`src/rtl/pc_pkg.sv`:
```
`default_nettype none
// ============================================================================
// Module      : pc_pkg
// Description : Shared types and constants for the program-counter unit.
// Revision    : 1.0 - initial parametrised release
// ============================================================================
package pc_pkg;

    localparam int PC_OP_W      = 3;
    localparam int PC_DEFAULT_W = 13;

    // Encodings 5..7 are reserved and behave as HOLD.
    typedef enum logic [PC_OP_W-1:0] {
        PC_OP_INC  = 3'd0,
        PC_OP_SKIP = 3'd1,
        PC_OP_JUMP = 3'd2,
        PC_OP_CALL = 3'd3,
        PC_OP_RET  = 3'd4
    } pc_op_t;

endpackage
`default_nettype wire

```
`src/rtl/pc_stack.sv`:
```
`default_nettype none
// ============================================================================
// Module      : pc_stack
// Description : Return-address LIFO built on a circular buffer. WRAP_STACK
//               selects overwrite-oldest (1) or drop-when-full (0) behaviour.
// Revision    : 1.0 - initial parametrised release
// ============================================================================
module pc_stack
    import pc_pkg::*;
#(
    parameter int DATA_W      = PC_DEFAULT_W,
    parameter int STACK_DEPTH = 8,
    parameter bit WRAP_STACK  = 1'b1
) (
    input  logic                             clk,
    input  logic                             reset,
    input  logic                             push,
    input  logic                             pop,
    input  logic [DATA_W-1:0]                push_data,
    output logic [DATA_W-1:0]                top_data,
    output logic [$clog2(STACK_DEPTH+1)-1:0] count,
    output logic                             full,
    output logic                             empty
);

    localparam int c_ptr_w = $clog2(STACK_DEPTH);
    localparam int c_cnt_w = $clog2(STACK_DEPTH + 1);
    localparam logic [c_ptr_w-1:0] c_last  = c_ptr_w'(STACK_DEPTH - 1);
    localparam logic [c_cnt_w-1:0] c_depth = c_cnt_w'(STACK_DEPTH);

    logic [DATA_W-1:0]  r_mem [STACK_DEPTH];
    logic [c_ptr_w-1:0] r_wptr;
    logic [c_cnt_w-1:0] r_count;
    logic [c_ptr_w-1:0] w_rptr;
    logic [c_ptr_w-1:0] w_wnext;
    logic               w_do_push;
    logic               w_do_pop;

    // The write pointer always names the next free slot; the entry just
    // below it (circularly) is the top of stack.
    assign w_rptr  = (r_wptr == '0)     ? c_last : r_wptr - c_ptr_w'(1);
    assign w_wnext = (r_wptr == c_last) ? '0     : r_wptr + c_ptr_w'(1);

    assign full     = (r_count == c_depth);
    assign empty    = (r_count == '0);
    assign count    = r_count;
    assign top_data = r_mem[w_rptr];

    // A circular stack always moves its pointer; a saturating one refuses
    // pushes when full and pops when empty.
    assign w_do_push = push && (WRAP_STACK || !full);
    assign w_do_pop  = pop  && (WRAP_STACK || !empty);

    // Storage, pointer and occupancy update; the count saturates at both ends.
    always_ff @(posedge clk) begin
        if (!reset) begin
            r_wptr  <= '0;
            r_count <= '0;
            for (int i = 0; i < STACK_DEPTH; i++) begin
                r_mem[i] <= '0;
            end
        end else if (w_do_push) begin
            r_mem[r_wptr] <= push_data;
            r_wptr        <= w_wnext;
            if (!full) begin
                r_count <= r_count + c_cnt_w'(1);
            end
        end else if (w_do_pop) begin
            r_wptr <= w_rptr;
            if (!empty) begin
                r_count <= r_count - c_cnt_w'(1);
            end
        end
    end

endmodule
`default_nettype wire

```
`src/rtl/pc_unit.sv`:
```
`default_nettype none
// ============================================================================
// Module      : pc_unit
// Description : Program counter with skip, absolute jump and a hardware
//               call/return stack; drives the instruction-fetch address.
// Revision    : 1.0 - initial parametrised release
// ============================================================================
module pc_unit
    import pc_pkg::*;
#(
    parameter int          PC_W        = PC_DEFAULT_W,
    parameter int          STACK_DEPTH = 8,
    parameter int unsigned RESET_VEC   = 0,
    parameter bit          WRAP_STACK  = 1'b1
) (
    input  logic                             clk,
    input  logic                             reset,
    input  logic                             en,
    input  pc_op_t                           op,
    input  logic [PC_W-1:0]                  target,
    output logic [PC_W-1:0]                  pc,
    output logic [$clog2(STACK_DEPTH+1)-1:0] sp,
    output logic                             stack_ovf,
    output logic                             stack_unf
);

    localparam logic [PC_W-1:0] c_reset_vec = PC_W'(RESET_VEC);

    logic [PC_W-1:0] r_pc;
    logic            r_ovf;
    logic            r_unf;
    logic [PC_W-1:0] w_pc_inc;
    logic [PC_W-1:0] w_pc_skip;
    logic [PC_W-1:0] w_pc_next;
    logic [PC_W-1:0] w_top;
    logic            w_push;
    logic            w_pop;
    logic            w_full;
    logic            w_empty;

    assign w_pc_inc  = r_pc + PC_W'(1);
    assign w_pc_skip = r_pc + PC_W'(2);
    assign w_push    = en && (op == PC_OP_CALL);
    assign w_pop     = en && (op == PC_OP_RET);

    pc_stack #(
        .DATA_W      (PC_W),
        .STACK_DEPTH (STACK_DEPTH),
        .WRAP_STACK  (WRAP_STACK)
    ) u_stack (
        .clk       (clk),
        .reset     (reset),
        .push      (w_push),
        .pop       (w_pop),
        .push_data (w_pc_inc),
        .top_data  (w_top),
        .count     (sp),
        .full      (w_full),
        .empty     (w_empty)
    );

    // Next-pc mux; reserved encodings hold the current address.
    always_comb begin
        w_pc_next = r_pc;
        case (op)
            PC_OP_INC:  w_pc_next = w_pc_inc;
            PC_OP_SKIP: w_pc_next = w_pc_skip;
            PC_OP_JUMP: w_pc_next = target;
            PC_OP_CALL: w_pc_next = target;
            PC_OP_RET:  w_pc_next = (!WRAP_STACK && w_empty) ? w_pc_inc : w_top;
            default:    w_pc_next = r_pc;
        endcase
    end

    // PC register and sticky stack error flags, cleared only by reset.
    always_ff @(posedge clk) begin
        if (!reset) begin
            r_pc  <= c_reset_vec;
            r_ovf <= 1'b0;
            r_unf <= 1'b0;
        end else if (en) begin
            r_pc <= w_pc_next;
            if (w_push && w_full) begin
                r_ovf <= 1'b1;
            end
            if (w_pop && w_empty) begin
                r_unf <= 1'b1;
            end
        end
    end

    assign pc        = r_pc;
    assign stack_ovf = r_ovf;
    assign stack_unf = r_unf;

endmodule
`default_nettype wire

```
`config.mk`:
```
export PLATFORM = sky130hd
export DESIGN_NAME = pc_unit
export DESIGN_NICKNAME = d
export VERILOG_FILES = /design/src/rtl/pc_pkg.sv /design/src/rtl/pc_stack.sv /design/src/rtl/pc_unit.sv
export SDC_FILE = /design/constraint.sdc
export NUM_CORES = 1
export LEC_CHECK = 0
export ABC_AREA = 0
export BUFFER_PORTS_ARGS = -buffer_cell sky130_fd_sc_hd__buf_2
export CORE_MARGIN = 4
export CORE_UTILIZATION = 49
export DETAILED_ROUTE_END_ITERATION = 6
export HOLD_SLACK_MARGIN = 0.02
export PLACE_DENSITY_LB_ADDON = 0.2
export SYNTH_ARGS = -nofsm -noshare
export SYNTH_HDL_FRONTEND = slang
export SYNTH_SLANG_ARGS = --single-unit
```
`constraint.sdc`:
```
create_clock -name clk -period 4 [get_ports clk]
set_input_delay 0.2 -clock clk [delete_from_list [all_inputs] [get_ports clk]]
set_output_delay 0.2 -clock clk [all_outputs]
set_load 0.1 [all_outputs]
```
==> results.md <==
- Hold Path Sink: pc[3]$_SDFFE_PN0P_
- Bufs and invs on worst path: 1
- Minimum clock period: 2.842 ns
- Switch share: 0.2726
- Routed WL per cell: 21.78 um
- Startpoint types: flop
- CTS root buffer: clkbuf_16
- Combinational share of power: 0.121
- Design Area, Final: 7214 um2
- Initial antenna violation count: 0
- Syn_area_per_cell: 10.20 um2
- Syn Nets: 643
- RR Startpoint: u_stack.r_wptr[0]$_SDFFE_PN0P_
- CP max stage delay: 0.64 ns
- DRT antenna net count: 0
- P_sw: 962.1 uW
- Share of cells above drive strength 1: 0.1629
- Fmax: 0.3519 GHz
- Capturing point of the worst reg2reg path: pc[8]$_SDFFE_PN0P_
- Post-DP Area: 6601 um2
- Die Ht: 121.2 um
- Hold WS: 0.1271 ns
- Gr usage total: 0.2588
- Seq pwr share: 0.428
- Sequential share of the synthesized area: 0.5678
- Setup violations, final: 0
- Clk_skew: 0.005178 ns
- Die Wd: 121.2 um
- CP max FO: 15
- Pre-CTS setup slack: 1.045 ns
- Cell internal pwr: 2.568 mW
- Gr ovfl total: 0
- Top post-synthesis cells by area: edfxtp_1 (50%), nor2_1 (7.8%), dfxtp_1 (7.0%)
- Placer Congestion: 0.9007
- FF+latch count, synth: 126
- Synth top cells by count: nor2_1 (131), edfxtp_1 (104), nand2_1 (88)
- EDFF count, synth: 104
- Initial Util: 0.4994
- Die area: 14,680 um2
- Max IR drop VDD: 0.2967 mV
- Num rows: 41
- TritonCTS clock tree: built
- WL final: 18.06 mm
- RSZ-0062 raised after global routing: no
- Post-cts resize count: 0
- Vias in the first global route: 4,795
- Num CTS Buffers: 17
- TNS Setup: 0 ns
- Clk sink count: 126
- Max capacitance violation total: 0
- Drt initial violations: 752
- Fin nets: 672
- Vias: 4,987
- Worst-path cell chain: inv_1 > ha_1 > ha_1 > nor2b_1 > a32oi_1 > a31oi_1 > a21oi_1
- IO buf count: 37
- Lkg Pwr: 2.562 nW
- Synth warn: 0
- Clk slew on worst S/H paths: 0.06 ns
- IO Pins: 38
- PD cells: 489.3 nW/um2
- Hold Buf Count CTS: 0
- R2R depth: 7
- Critical path's top delay family: compound AO/OA/AOI/OAI gates
- H-Tree Level Count: 4
- Part of the cycle the worst path needs: 0.7104
- Final Hold Vio Count: 0
- Critical path type: reg2reg
- Distinct cells, synth: 61
- CP max-delay cell: nor2b_1
- Largest net degree at the start of global routing: 26
- Worst-Margin Slew: 1.240 ns
- Outcome: finished clean
- Count leader, synth: nor2_1
- DRT Pass-1 Iters: 5
- Async SR Flop Fraction: 0
- Worst EP required: 4.29 ns
- CORE AREA: 12,570 um2
- Ys flop type: edfxtp_1
- Hold Crit Class: in2reg
- Clock power frac: 0.450
- Slew headroom: 0.1707
- Synth top area share: 0.4976
- Clock latency on the worst-skew pair: 0.42 ns
- Post-CTS Setup Repair Bufs: 0
- Fin. max-slew vios: 0
- Worst Setup End Kind: flop
- DRC Markers: 0
- Ant. Diodes: 0
- Flop2flop setup slack: 1.16 ns
- Mapped Area: 6276 um2
- Vias per cell: 6.016
- Critical Path AT: 3.13 ns
- HP Start: target[3]
- Yosys top cell by area: edfxtp_1
- Crit-path most repeated cell: ha_1
- Hold depth: 3
- Clk buf depth: 2
- First-pass GRT wire length: 27.92 mm
- Dpl hpwl: 12.41 mm
- Area Growth Syn to Fin: 14.95%
- Setup WS post-layout: 1.158 ns
- Syn Inst Count: 615
-- layout by cell type (no fill, tap or decap), types with 3 or more instances in the layout --
master,count
nand3_1,31
inv_1,10
clkbuf_16,17
buf_4,15
nand2b_1,5
o211ai_1,3
nor2_1,131
o21a_1,3
o221ai_1,3
xor2_1,7
mux4_2,10
clkinv_4,5
buf_2,37
edfxtp_1,104
nor3_1,11
bufinv_16,3
xnor2_1,16
ha_1,8
o21ai_0,25
a31oi_1,19
mux2i_1,5
nand4_1,7
a21oi_1,21
nand2_1,88
nor2b_1,3
dfxtp_1,22
-- stage by stage --
| step | utilization | power (mW) | std cells |
|---|---|---|---|
| 5_1_grt | 0.5740 | 3.647 | 829 |
| 6_report | 0.5740 | 3.530 | 829 |
| 3_5_place_dp | 0.5252 | 1.959 | 797 |
| 2_1_floorplan | - | 1.822 | 615 |
| 3_3_place_gp | 0.5252 | 1.954 | 797 |
| 4_1_cts | 0.5740 | 3.536 | 829 |
-- worst reg2reg max path, cell delays in order (launching register included) --
cell	delay, ns
dfxtp_1	0.43
inv_1	0.11
ha_1	0.21
ha_1	0.54
nor2b_1	0.64
a32oi_1	0.30
a31oi_1	0.37
a21oi_1	0.11
-- cells by family after synthesis --
family / count (synthesis) / share of synthesized area
fa+ha+maj: 9 / 0.01914
buf+inv: 54 / 0.03788
xor+xnor: 23 / 0.03210
compound gates: 94 / 0.09510
simple gates: 294 / 0.2041
mux: 15 / 0.04386
flops: 126 / 0.5678
-- power groups by stage --
stage               sequential, mW  clock [mW]  combinational (mW)
floorplan                     1.61           0               0.211
global placement              1.54           0               0.418
detailed placement            1.54           0               0.421
CTS                           1.51        1.60               0.424
global route                  1.52        1.68               0.453
finish                        1.51        1.59               0.428
-- worst max path at each step --
| stage | startpoint | end | depth (start not counted) |
|---|---|---|---|
| floorplan | pc[0]$_SDFFE_PN0P_ | u_stack.r_mem[0][12]$_SDFFCE_PN0P_ | 7 |
| global placement | reset | u_stack.r_mem[7][10]$_SDFFCE_PN0P_ | 5 |
| detailed placement | op[1] | u_stack.r_mem[7][10]$_SDFFCE_PN0P_ | 6 |
| CTS | u_stack.r_wptr[0]$_SDFFE_PN0P_ | pc[8]$_SDFFE_PN0P_ | 7 |
| global route | u_stack.r_wptr[0]$_SDFFE_PN0P_ | pc[8]$_SDFFE_PN0P_ | 9 |
| finish | u_stack.r_wptr[0]$_SDFFE_PN0P_ | pc[8]$_SDFFE_PN0P_ | 7 |
-- metal layers --
metal / vias to the layer above / GRT usage / wire, um
met4: 0 / 0.09944 / 509
met1: 2428 / 0.3572 / 7423
met5: - / 0 / 0
met2: 273 / 0.3925 / 8354
li1: 2246 / - / -
met3: 40 / 0.06993 / 1772
-- final cells by class --
type                       count  area [um2]
tap                          172       215.2
inverter                      12       45.04
fill                        1099        5354
clock buffer                  17       425.4
multi-input combinational    435        2480
clock inverter                15       187.7
timing repair buffer          52       297.8
sequential                   126        3563
-- registers in the layout, indices dropped and copies added, names as in the netlist --
register / count
stack_unf: 1
pc: 13
u_stack.count: 4
u_stack.r_mem: 104
u_stack.r_wptr: 3
stack_ovf: 1
(Power assumes the default switching activity.)
